===== src/rtl/seq_bit_serializer.sv =====
// Parallel-to-serial feeder: accepts words over valid/ready and shifts them out one bit per clock.
// A one-entry hold register lets consecutive words stream with no idle bit between them.
module seq_bit_serializer #(
  parameter int   WIDTH     = 8,
  parameter bit   MSB_FIRST = 1'b1,
  parameter logic IDLE_BIT  = 1'b0
) (
  input  logic             clk,
  input  logic             reset,
  input  logic             clear,
  input  logic [WIDTH-1:0] load_data,
  input  logic             load_valid,
  output logic             load_ready,
  output logic             ser_out,
  output logic             bit_valid,
  output logic             frame_start,
  output logic             busy
);

  localparam int            CW       = (WIDTH > 1) ? $clog2(WIDTH) : 1;
  localparam logic [CW-1:0] CNT_LAST = CW'(WIDTH - 1);

  typedef enum logic {
    ST_IDLE  = 1'b0,
    ST_SHIFT = 1'b1
  } state_t;

  state_t           r_state;
  logic [WIDTH-1:0] r_sh;
  logic [CW-1:0]    r_cnt;
  logic [WIDTH-1:0] r_hold_data;
  logic             r_hold_full;
  logic             r_ser_out;
  logic             r_bit_valid;
  logic             r_frame_start;
  logic             r_busy;

  state_t           w_state_nxt;
  logic [WIDTH-1:0] w_sh_nxt;
  logic [CW-1:0]    w_cnt_nxt;
  logic [WIDTH-1:0] w_hold_data_nxt;
  logic             w_hold_full_nxt;
  logic             w_ser_nxt;
  logic             w_bv_nxt;
  logic             w_fs_nxt;
  logic             w_busy_nxt;
  logic             w_accept;

  // Bit at serial position idx of a word, honouring the shift order.
  function automatic logic pick_bit(input logic [WIDTH-1:0] word, input logic [CW-1:0] idx);
    logic [CW-1:0] pos;
    if (MSB_FIRST) begin
      pos = CNT_LAST - idx;
    end else begin
      pos = idx;
    end
    return word[pos];
  endfunction

  assign w_accept    = load_valid & ~r_hold_full;
  assign load_ready  = ~r_hold_full;
  assign ser_out     = r_ser_out;
  assign bit_valid   = r_bit_valid;
  assign frame_start = r_frame_start;
  assign busy        = r_busy;

  // Next-state and next-output decode; r_cnt is the index of the bit currently on ser_out.
  always_comb begin
    w_state_nxt     = r_state;
    w_sh_nxt        = r_sh;
    w_cnt_nxt       = r_cnt;
    w_hold_data_nxt = r_hold_data;
    w_hold_full_nxt = r_hold_full;
    w_ser_nxt       = IDLE_BIT;
    w_bv_nxt        = 1'b0;
    w_fs_nxt        = 1'b0;
    w_busy_nxt      = 1'b0;

    if (clear) begin
      w_state_nxt     = ST_IDLE;
      w_hold_full_nxt = 1'b0;
      w_cnt_nxt       = {CW{1'b0}};
    end else begin
      case (r_state)
        ST_IDLE: begin
          if (w_accept) begin
            w_state_nxt = ST_SHIFT;
            w_sh_nxt    = load_data;
            w_cnt_nxt   = {CW{1'b0}};
            w_ser_nxt   = pick_bit(load_data, {CW{1'b0}});
            w_bv_nxt    = 1'b1;
            w_fs_nxt    = 1'b1;
            w_busy_nxt  = 1'b1;
          end else begin
            w_state_nxt = ST_IDLE;
          end
        end
        ST_SHIFT: begin
          if (r_cnt == CNT_LAST) begin
            // Word boundary: reload from hold first, else take a same-edge accept, else go idle.
            if (r_hold_full) begin
              w_sh_nxt        = r_hold_data;
              w_hold_full_nxt = 1'b0;
              w_cnt_nxt       = {CW{1'b0}};
              w_ser_nxt       = pick_bit(r_hold_data, {CW{1'b0}});
              w_bv_nxt        = 1'b1;
              w_fs_nxt        = 1'b1;
              w_busy_nxt      = 1'b1;
            end else if (w_accept) begin
              w_sh_nxt   = load_data;
              w_cnt_nxt  = {CW{1'b0}};
              w_ser_nxt  = pick_bit(load_data, {CW{1'b0}});
              w_bv_nxt   = 1'b1;
              w_fs_nxt   = 1'b1;
              w_busy_nxt = 1'b1;
            end else begin
              w_state_nxt = ST_IDLE;
              w_cnt_nxt   = {CW{1'b0}};
            end
          end else begin
            w_cnt_nxt  = r_cnt + CW'(1);
            w_ser_nxt  = pick_bit(r_sh, r_cnt + CW'(1));
            w_bv_nxt   = 1'b1;
            w_busy_nxt = 1'b1;
            if (w_accept) begin
              w_hold_data_nxt = load_data;
              w_hold_full_nxt = 1'b1;
            end else begin
              w_hold_full_nxt = r_hold_full;
            end
          end
        end
        default: begin
          w_state_nxt     = ST_IDLE;
          w_hold_full_nxt = 1'b0;
          w_cnt_nxt       = {CW{1'b0}};
        end
      endcase
    end
  end

  // State, datapath and registered outputs.
  always_ff @(posedge clk or negedge reset) begin
    if (!reset) begin
      r_state       <= ST_IDLE;
      r_sh          <= {WIDTH{1'b0}};
      r_cnt         <= {CW{1'b0}};
      r_hold_data   <= {WIDTH{1'b0}};
      r_hold_full   <= 1'b0;
      r_ser_out     <= IDLE_BIT;
      r_bit_valid   <= 1'b0;
      r_frame_start <= 1'b0;
      r_busy        <= 1'b0;
    end else begin
      r_state       <= w_state_nxt;
      r_sh          <= w_sh_nxt;
      r_cnt         <= w_cnt_nxt;
      r_hold_data   <= w_hold_data_nxt;
      r_hold_full   <= w_hold_full_nxt;
      r_ser_out     <= w_ser_nxt;
      r_bit_valid   <= w_bv_nxt;
      r_frame_start <= w_fs_nxt;
      r_busy        <= w_busy_nxt;
    end
  end

endmodule


===== config.mk =====
export PLATFORM = sky130hd
export DESIGN_NAME = seq_bit_serializer
export DESIGN_NICKNAME = d
export VERILOG_FILES = /design/src/rtl/seq_bit_serializer.sv
export SDC_FILE = /design/constraint.sdc
export NUM_CORES = 1
export LEC_CHECK = 0
export ABC_AREA = 1
export ABC_CLOCK_PERIOD_IN_PS = 2600
export CORE_MARGIN = 5
export CORE_UTILIZATION = 45
export DETAILED_ROUTE_END_ITERATION = 10
export PLACE_DENSITY = 0.66
export SYNTH_ARGS = -nofsm -noshare
export SYNTH_HDL_FRONTEND = slang
export SYNTH_SLANG_ARGS = --single-unit
export TNS_END_PERCENT = 30

===== constraint.sdc =====
create_clock -name clk -period 2.6 [get_ports clk]
set_input_delay 0.52 -clock clk [delete_from_list [all_inputs] [get_ports clk]]
set_output_delay 0.52 -clock clk [all_outputs]
set_load 0.005 [all_outputs]

==> impl_metrics.toml <==
[cts]
cts_setup_buffers = 0
clk_pin_slew_ns = 0.13
h-tree-depth = 1
clkSinkCount = 23
numCtsBuffers = 3
clock-root-buffer = "clkbuf_4"
clkLatencyLatePin_ns = 0.31
cts.path.max_buffers = 2
cts_tree = "done"
cts_resized = 0
ctsHoldBuffers = 0

[drt]
ant_nets = 0
detail_route.wl_per_cell_um = 12.37
routed_wl_um = 2227
drt-vias-per-instance = 5.028
first_pass_iters = 4
via_count = 905
drt_iter0_drc = 15
drc = 0

[global_routing]
grt_util_all_layers_pct = 13.80
gr-total-overflow = 0
grt_max_degree = 24
grt_pass1_wl_um = 3795
antenna_found_initial = 0
grt_pass1_vias = 884

[final_layout]
layout-drive-gt1-share_pct = 12.67
area_delta_synth_final_pct = 18.54
nets = 165
n_fill_cell = 222
antenna_cells = 0

[setup_path]
path_class = "reg -> out"
worstPathArrival_ns = 1.40
required_ns = 2.08
path_cells = "clkdlybuf4s50_1"
crit_family = "buffers and inverters"
slowest_delay_ns = 0.56
crit_buf_inv = 1
critPathLaunchType = "register"
worst-path-stages = 1
endpoint_kind = "primary output"
r2r_cells = 8
path_max_fanout = 8
critPathSlowestCell = "clkdlybuf4s50_1"

[die]
fp.dieH_um = 60.50
core_area_sq_um = 2455
ios = 17
dieArea_sq_um = 3660
die_w_um = 60.50
rows = 18
start_util_pct = 46.74

[synthesis]
ys_warn_count = 0
syn_nets = 145
yosysSeqAreaShare_pct = 50.16
synth.most_common_cell = "nand2_1"
synth_edf_count = 0
synth_top_cell_by_area = "dfrtp_1"
syn_area_per_cell_sq_um = 8.758
synth_area_leaders = "dfrtp_1 (50%), nand2_1 (9.5%), inv_1 (8.2%), o21ai_2 (6.1%), nand3_1 (5.2%)"
synth_cell_types = 20
netlist_area_sq_um = 1147
netlist.area_leader.share_pct = 50.16
synth_ff_type = "dfrtp_1"
synth_common_cells = "nand2_1 (29), inv_1 (25), dfrtp_1 (23), nand3_1 (12), o21ai_2 (8)"
synthArstFlopShare_pct = 100.0
ys_seq_elements = 23
synthCells = 131

[power]
power-per-cell-area_nw_per_um2 = 598.5
total_power_mw = 0.8140
p_leak_nw = 0.6723
vdd_drop_max_mv = 0.3934

[timing]
min_period_over_period_pct = 73.93
timing.setup.tns_ns = 0
period_needed_ns = 1.922
worstMarginPinSlew_ns = 0.2984
slew_violations = 0
skew_ns = 0.01097
slew_headroom_pct = 80.11
final_hold_viol_count = 0
setup_viol = 0
clock.fmax_mhz = 520.3
rsz0062_at_grt = "false"

[flow_run]
cap_violations = 0

[placed_design]
place_hpwl_um = 1643
port_buffers = 16
routabilityCongestion = 0.8514

[hold_path]
holdCritPathClass = "reg -> reg"
holdPathStages = 2

[outcome]
status = "complete, no violations"
[power by group]
| part | total (mW) | leakage (nW) | internal, mW | switching (mW) |
|---|---|---|---|---|
| Combinational | 0.186 | 0.374 | 0.0853 | 0.101 |
| Sequential | 0.466 | 0.284 | 0.425 | 0.0416 |
| Clock | 0.162 | 0.0150 | 0.0598 | 0.102 |
[registers in the layout, indices dropped and copies added (netlist names)]
signal	flops
r_hold_data	8
r_sh	8
r_cnt	3
busy	1
frame_start	1
r_hold_full	1
ser_out	1
[final timing paths]
| kind | endpoint | slack (ns) | from |
|---|---|---|---|
| worst max-delay path | busy | 0.68 | busy |
| worst min-delay path | r_hold_data[6] | 0.50 | r_hold_data[6] |
| worst max register to register | r_hold_data[6] | 0.97 | r_cnt[0] |
| max in group asynchronous | r_sh[6] | 1.81 | reset |
| worst min register to register | r_hold_data[6] | 0.50 | r_hold_data[6] |
| min in group asynchronous | busy | 0.55 | reset |
[per-stage QoR]
step                      worst slack [ns]  area (sq um)  util [%]  cells  hold WS [ns]
after detailed placement            0.7024          1334     54.33    176        0.4727
after global placement              0.7276          1334     54.33    176        0.4660
after CTS                           0.6573          1360     55.40    180        0.5043
final                               0.6779          1360     55.40    180        0.4994
after floorplan                      1.120          1147         -    131        0.2244
after global routing                0.5832          1360     55.40    180        0.5247
[placed cells by master (no fill, tap or decap)]
cell type and instances:
ha_1 2, nand2_2 2, a21oi_1 2, clkdlybuf4s50_1 16, nor2_1 4, a311oi_1 1, o22ai_1 7, o31ai_1 2
inv_1 25, nor2_4 1, a211oi_1 1, o21ai_2 8, dfrtp_1 23, nand3_4 1, buf_4 1, nand2_1 29
clkbuf_1 1, o21ai_0 6, a21oi_4 1, clkbuf_4 3, nand3_1 12, inv_2 2
[layer usage]
| metal | GRT usage (%) | vias up | wire length, um |
|---|---|---|---|
| li1 | - | 461 | - |
| met1 | 16.96 | 424 | 1011 |
| met2 | 23.77 | 18 | 1091 |
| met3 | 2.340 | 2 | 106 |
| met4 | 6.192 | 0 | 19 |
| met5 | 0 | - | 0 |
[logic make-up after synthesis]
family / Yosys count / synth area share [%]
AO/OA/AOI/OAI: 28 / 17.56
flip-flops: 23 / 50.16
AND/OR/NAND/NOR: 49 / 19.63
buffers and inverters: 29 / 10.47
adder cells (fa/ha/maj): 2 / 2.181
[cell type report]
type / count / area [sq um] / share of cell area (%)
clock buffer: 4 / 26.28 / 1.932
multi-input combinational: 79 / 451.7 / 33.21
sequential: 23 / 575.6 / 42.32
inverter: 27 / 101.3 / 7.452
timing repair buffer: 17 / 167.7 / 12.33
tap: 30 / 37.54 / 2.760
No activity file was read; power rests on OpenSTA's default activity.
